File: src/rtl/jpeg_pkg.sv
// Shared definitions for the JPEG entropy-decode input path: marker/stuffing
// byte constants and the unpacker FSM state encoding.
package jpeg_pkg;

   localparam logic [7:0] JPEG_MARKER_PREFIX = 8'hFF;
   localparam logic [7:0] JPEG_STUFF_BYTE    = 8'h00;
   localparam logic [7:0] JPEG_RST0          = 8'hD0;
   localparam logic [7:0] JPEG_EOI           = 8'hD9;

   typedef enum logic [1:0] {
      ST_NORMAL = 2'd0,
      ST_GOT_FF = 2'd1,
      ST_MARKER = 2'd2
   } unpack_state_t;

endpackage

File: src/rtl/jpeg_bit_buffer.sv
// Left-aligned bit shift buffer with a bit-count register. It supports a byte
// append, a left shift (consume) in the same cycle, and a full flush.
module jpeg_bit_buffer
   import jpeg_pkg::*;
#(
   parameter int BUF_W  = 32,
   parameter int PEEK_W = 16,
   parameter int CNT_W  = $clog2(BUF_W + 1)
) (
   input  logic              clock,
   input  logic              reset_n,
   input  logic              append_en,
   input  logic [7:0]        append_byte,
   input  logic [4:0]        shift_len,
   input  logic              flush,
   output logic [PEEK_W-1:0] peek_bits,
   output logic [CNT_W-1:0]  bits_avail
);

   logic [BUF_W-1:0] buf_q, buf_d;
   logic [CNT_W-1:0] cnt_q, cnt_d;
   logic [CNT_W-1:0] base;

   // Bits past the count are always zero, so a shifted-in byte can be OR-ed
   // into place at the post-consume boundary.
   always_comb begin
      base  = cnt_q - CNT_W'(shift_len);
      buf_d = buf_q << shift_len;
      cnt_d = base;
      if (append_en) begin
         buf_d = buf_d | ({append_byte, {(BUF_W-8){1'b0}}} >> base);
         cnt_d = base + CNT_W'(8);
      end
      if (flush) begin
         buf_d = '0;
         cnt_d = '0;
      end
   end

   always_ff @(posedge clock or negedge reset_n) begin
      if (!reset_n) begin
         buf_q <= '0;
         cnt_q <= '0;
      end else begin
         buf_q <= buf_d;
         cnt_q <= cnt_d;
      end
   end

   assign peek_bits  = buf_q[BUF_W-1 -: PEEK_W];
   assign bits_avail = cnt_q;

endmodule

File: src/rtl/jpeg_bitstream_unpacker.sv
// JPEG entropy-coded byte stream unpacker: removes FF00 stuffing, stalls on
// markers and serves a 16-bit peek window. Optional JPEG_ALIGN_EN adds align_req.
module jpeg_bitstream_unpacker
   import jpeg_pkg::*;
#(
   parameter int BUF_W  = 32,
   parameter int PEEK_W = 16
) (
   input  logic                         clock,
   input  logic                         reset_n,
   input  logic                         in_valid,
   input  logic [7:0]                   in_byte,
   output logic                         in_ready,
   output logic [PEEK_W-1:0]            peek_bits,
   output logic [$clog2(BUF_W+1)-1:0]   bits_avail,
   input  logic                         consume_valid,
   input  logic [4:0]                   consume_len,
   output logic                         consume_err,
   output logic                         marker_valid,
   output logic [7:0]                   marker_code,
   input  logic                         marker_clear,
`ifdef JPEG_ALIGN_EN
   input  logic                         align_req,
`endif
   output unpack_state_t                dbg_state
);

   localparam int CNT_W = $clog2(BUF_W + 1);

   unpack_state_t state_q, state_d;
   logic [7:0]    marker_code_q;
   logic          consume_err_q;

   logic       accept;
   logic       append_en;
   logic [7:0] append_byte;
   logic       code_load;
   logic       flush;
   logic       len_ok;
   logic       consume_ok;
   logic       consume_bad;
   logic [4:0] shift_len;

   // Input handshake: a byte transfers on a rising edge where in_valid and
   // in_ready are both high; in_ready depends on registered state only.
   assign in_ready = (state_q != ST_MARKER) && (bits_avail <= CNT_W'(BUF_W - 8));
   assign accept   = in_valid && in_ready;

   always_comb begin
      state_d     = state_q;
      append_en   = 1'b0;
      append_byte = in_byte;
      code_load   = 1'b0;
      flush       = 1'b0;
      case (state_q)
         ST_NORMAL: begin
            if (accept) begin
               if (in_byte == JPEG_MARKER_PREFIX) state_d = ST_GOT_FF;
               else append_en = 1'b1;
            end
         end
         ST_GOT_FF: begin
            if (accept) begin
               if (in_byte == JPEG_STUFF_BYTE) begin
                  append_en   = 1'b1;
                  append_byte = JPEG_MARKER_PREFIX;
                  state_d     = ST_NORMAL;
               end else if (in_byte != JPEG_MARKER_PREFIX) begin
                  code_load = 1'b1;
                  state_d   = ST_MARKER;
               end
            end
         end
         ST_MARKER: begin
            if (marker_clear) begin
               flush   = 1'b1;
               state_d = ST_NORMAL;
            end
         end
         default: state_d = ST_NORMAL;
      endcase
   end

   // A marker flush discards the buffer, so any consume in that cycle is moot.
   always_comb begin
      len_ok      = (consume_len != 5'd0) && (CNT_W'(consume_len) <= bits_avail);
      consume_ok  = consume_valid && !flush && len_ok;
      consume_bad = consume_valid && !flush && !len_ok;
      shift_len   = consume_ok ? consume_len : 5'd0;
`ifdef JPEG_ALIGN_EN
      if (align_req && !consume_valid && !flush)
         shift_len = {2'b00, bits_avail[2:0]};
`endif
   end

   always_ff @(posedge clock or negedge reset_n) begin
      if (!reset_n) begin
         state_q       <= ST_NORMAL;
         marker_code_q <= 8'h00;
         consume_err_q <= 1'b0;
      end else begin
         state_q <= state_d;
         if (code_load)   marker_code_q <= in_byte;
         if (consume_bad) consume_err_q <= 1'b1;
      end
   end

   jpeg_bit_buffer #(
      .BUF_W  (BUF_W),
      .PEEK_W (PEEK_W),
      .CNT_W  (CNT_W)
   ) u_bit_buffer (
      .clock       (clock),
      .reset_n     (reset_n),
      .append_en   (append_en),
      .append_byte (append_byte),
      .shift_len   (shift_len),
      .flush       (flush),
      .peek_bits   (peek_bits),
      .bits_avail  (bits_avail)
   );

   assign marker_valid = (state_q == ST_MARKER);
   assign marker_code  = marker_code_q;
   assign consume_err  = consume_err_q;
   assign dbg_state    = state_q;

endmodule

File: config.mk
export PLATFORM = sky130hd
export DESIGN_NAME = jpeg_bitstream_unpacker
export DESIGN_NICKNAME = d
export VERILOG_FILES = /design/src/rtl/jpeg_pkg.sv /design/src/rtl/jpeg_bit_buffer.sv /design/src/rtl/jpeg_bitstream_unpacker.sv
export SDC_FILE = /design/constraint.sdc
export NUM_CORES = 1
export LEC_CHECK = 0
export ABC_AREA = 1
export CAP_MARGIN = 20
export CORE_MARGIN = 5
export CORE_UTILIZATION = 25
export CTS_BUF_LIST = sky130_fd_sc_hd__clkbuf_2 sky130_fd_sc_hd__clkbuf_4 sky130_fd_sc_hd__clkbuf_8
export DETAILED_ROUTE_END_ITERATION = 6
export SYNTH_ARGS = -nofsm -noshare
export SYNTH_HDL_FRONTEND = slang
export SYNTH_SLANG_ARGS = --single-unit
File: constraint.sdc
create_clock -name clock -period 4.2 [get_ports clock]
set_input_delay 0.63 -clock clock [delete_from_list [all_inputs] [get_ports clock]]
set_output_delay 0.63 -clock clock [all_outputs]
set_load 0.02 [all_outputs]
==> key figures, run 1 <==
Clock network
  – CTS tree: done
  – CTS resizes: 0
  – Total CTS buffers: 5
  – Clock Sink Count: 49
  – CTS Root Cell: clkbuf_8
  – # H-tree levels: 2
  – Cts hold-fix bufs: 0
  – Worst-path clk slew: 0.09 ns
  – Worst-Skew Late Latency: 0.31 ns
  – Clock buffer depth: 2
  – Buffer count from post-CTS setup fixing: 0

Timing
  – Final Critical Period: 3.80 ns
  – Setup Skew: 0.00991 ns
  – Setup TNS: 0 ns
  – Final setup vio count: 0
  – RSZ-0062 raised after global routing: false
  – Fmax: 263 MHz
  – Fin. Hold Viols: 0
  – Worst relative slew slack: 44.9%
  – Final Max Slew Viols: 0
  – Worst slew pin tran: 0.822 ns
  – Final period utilization: 90.4%
  – Fin worst setup slack: 0.402 ns
  – Worst Hold Slack: 0.338 ns

Cells and area
  – Final instance area: 5770 um^2
  – Filler cell count: 2,236
  – Multi-input gate area: 3130 um^2
  – Final Instance Count excl. Fillers: 1,080
  – Fin nets: 845
  – Layout cells sized above 1: 10.2%
  – Antenna cells: 0
  – Storage element area: 1230 um^2
  – Syn-to-layout area delta: 15.7%

Synth
  – Seq cells post-synth: 49
  – Area fraction of the dominant cell type after synthesis: 25.3%
  – Mux cell area share after synthesis: 0.226%
  – YS warnings: 0
  – Number of synthesized flops with an enable pin: 0
  – Synth Instances: 786
  – XOR/XNOR Fraction of Synth Area: 1.20%
  – Synth Area in Adders: 3.41%
  – Top cell type by total area after synthesis: nand3_1
  – Largest family of logic cells by synthesized area: simple AND/OR/NAND/NOR gates
  – Synth Area in Simple Gates: 51.3%
  – Compound-cell area share of the yosys netlist: 6.50%
  – Post-synth ARST share: 100%
  – Seq/Total Area, Yosys: 24.6%
  – Syn Nets: 817
  – Post-Syn Area: 4990 um^2
  – Primary FF master, synth: dfrtp_1
  – Syn Area/Cell: 6.35 um^2
  – Top cells by area, synth: nand3_1 (25%), dfrtp_1 (25%), nand2_1 (15%), inv_1 (4.7%), buf_4 (3.2%)
  – Yosys cell types: 45

Drt
  – Drt first-iter violations: 460
  – Residual DRC count: 0
  – Via density: 5.05
  – Number of iterations in the first detailed-routing pass: 5
  – Routed vias: 5,450
  – Final WL: 16,600 um
  – Routed WL per cell: 15.3 um
  – Antenna-violating nets left: 0

Placed design
  – GP Congestion: 0.938
  – Post-DP Area: 5670 um^2
  – Port-buffer cells: 52
  – Final HPWL DP: 12,700 um
  – Dpl ws: 0.0676 ns
  – Placed insts: 1,072

Floorplan
  – Die Ht: 151 um
  – Die Area: 22,900 um^2
  – Top Ports: 53
  – Core Area: 19,500 um^2
  – Number of core rows: 51
  – Initial Utilization: 25.5%
  – Die width: 151 um

Worst setup path
  – Largest fanout on the critical path: 10
  – CP Capture Type: register
  – Worst Path Required: 4.39 ns
  – Slowest cell on crit path: clkdlybuf4s50_1
  – Data arrival time of the worst path: 3.99 ns
  – Crit path largest cell delay: 0.43 ns
  – CP Cell Sequence: clkdlybuf4s50_1 -> ha_1 -> nand2_1 -> nor2_2 -> nand3_1 -> nand2_2 -> nand3_4 -> buf_4 -> nor2_4 -> inv_2 -> ha_1 -> a21oi_1 -> nand2_1 -> nand3_1 -> nand2_1 -> xor2_1 -> nand2_2 -> nor2_2 -> nand3_1 -> a21oi_1
  – WS Path Type: input port to register
  – CP Launch Type: input port

Global route
  – Global route overflow: 0
  – First-pass GRT wire length: 27,400 um
  – Largest net degree at the start of global routing: 38
  – Initial antenna violation count: 0
  – Aggregate global-route resource usage: 14.8%
  – Vias in the first global route: 5,223

Power
  – Leakage: 2.73 nW
  – Peak supply drop: 0.386 mV
  – PwrDens: 882 nW/um^2

Min path
  – Hold WC Path Type: input port to asynchronous set/reset pin

Status
  – Status: complete, no violations

Run
  – Number of maximum-capacitance violations: 0
-- cell type report --
type,count,share of cell area [%]
clock buffers,7,1.67
inverters,74,4.88
multi-input cells,607,54.2
well taps,265,5.75
repair buffers,77,12.2
clock inverters,1,0.0867
flip-flops and latches,49,21.3
-- through the flow --
step	utilization [%]	power [W]
3_5_place_dp	29.0	0.00474
6_report	29.5	0.00509
2_1_floorplan	-	0.00362
4_1_cts	29.5	0.00508
5_1_grt	29.5	0.00561
3_3_place_gp	29.0	0.00475
-- layer usage --
layer	GRT usage, %	vias to the layer above	part of all wire [%]
met5	0	-	0
met4	3.54	0	1.7
met3	1.71	20	6.9
met2	25.3	210	48
met1	20.0	2529	43
li1	-	2691	-
-- placed cells by master, fill, tap and decap left out, types with 6 or more instances in the layout --
| master | count |
|---|---|
| dfrtp_1 | 49 |
| nand3_1 | 252 |
| nand4_1 | 19 |
| o21ai_0 | 18 |
| buf_4 | 25 |
| inv_1 | 62 |
| ha_1 | 12 |
| clkbuf_8 | 7 |
| a21oi_1 | 28 |
| nand2_1 | 196 |
| clkdlybuf4s50_1 | 51 |
| inv_2 | 6 |
| nand3_2 | 10 |
| nor2_1 | 19 |
| nand2_2 | 11 |
| nor3_1 | 6 |
-- power breakdown --
part | internal (W) | leakage, nW | switching (W)
clock | 0.000149 | 0.0542 | 0.000166
combinational | 0.00135 | 2.07 | 0.00250
sequential | 0.000700 | 0.607 | 0.000228
total | 0.00220 | 2.73 | 0.00289
-- worst paths after layout --
path	startpoint	end	slack [ns]	cells after the start
max in group asynchronous	reset_n	u_bit_buffer.buf_q[28]	3.06	2
worst max register to register	u_bit_buffer.bits_avail[1]	u_bit_buffer.buf_q[3]	0.64	21
worst max-delay path	consume_len[3]	u_bit_buffer.buf_q[3]	0.40	20
worst min-delay path	reset_n	marker_code[2]	0.34	1
worst min register to register	consume_err	consume_err	0.49	1
min in group clock	consume_err	consume_err	0.49	1
-- registers in the layout (all words and copies together) (netlist names) --
name and cells:
u_bit_buffer.buf_q 32, marker_code 8, u_bit_buffer.bits_avail 6, dbg_state 2, consume_err 1
-- cell families (layout without fill, tap and decap cells) --
logic type               count (synthesis)  in the layout
flip-flops                              49             49
buffers and inverters                  130            159
multiplexers                             1              1
AND/OR/NAND/NOR                        529            529
adder cells (fa/ha/maj)                 13             13
AO/OA/AOI/OAI                           58             58
XOR/XNOR                                 6              6
-- cells in the mapped netlist, types with 3 or more instances --
library cell	instances
buf_4	21
buf_1	3
clkinv_1	4
buf_6	3
nand2_1	196
nor2_2	3
nand4_1	19
clkbuf_1	11
xor2_1	4
nand3_1	252
inv_2	6
nor2_1	19
nor3_1	6
inv_1	62
o21ai_0	18
a21oi_1	28
ha_1	12
nand3_2	10
buf_2	16
nor2_4	4
a31oi_1	3
nand2_2	11
dfrtp_1	49
-- worst max-delay path, delay by kind of cell --
kind,cells,cell delay [ns]
xor gates and xnor gates,1,0.23
adders and majority gates,2,0.62
AOI/OAI and AO/OA,2,0.38
and+or+nand+nor,12,1.46
buffers and inverters,3,0.66
Note: power is estimated with default switching activity, not from simulation.
==> inputs of run 2 (changes only) <==
--- a/config.mk
+++ b/config.mk
@@ -10,6 +10,7 @@
 export CORE_MARGIN = 5
 export CORE_UTILIZATION = 25
 export CTS_BUF_LIST = sky130_fd_sc_hd__clkbuf_2 sky130_fd_sc_hd__clkbuf_4 sky130_fd_sc_hd__clkbuf_8
+export CTS_CLUSTER_DIAMETER = 40
 export DETAILED_ROUTE_END_ITERATION = 6
 export SYNTH_ARGS = -nofsm -noshare
 export SYNTH_HDL_FRONTEND = slang
==> results of run 2 <==
Same layout as run 1: the final DEF is identical, and so are final timing and power.
==> inputs of run 3 (changes only) <==
--- a/config.mk
+++ b/config.mk
@@ -6,6 +6,7 @@
 export NUM_CORES = 1
 export LEC_CHECK = 0
 export ABC_AREA = 1
+export ABC_CLOCK_PERIOD_IN_PS = 4200
 export CAP_MARGIN = 20
 export CORE_MARGIN = 5
 export CORE_UTILIZATION = 25
==> results of run 3 <==
Same layout as run 1: the final DEF is identical, and so are final timing and power.
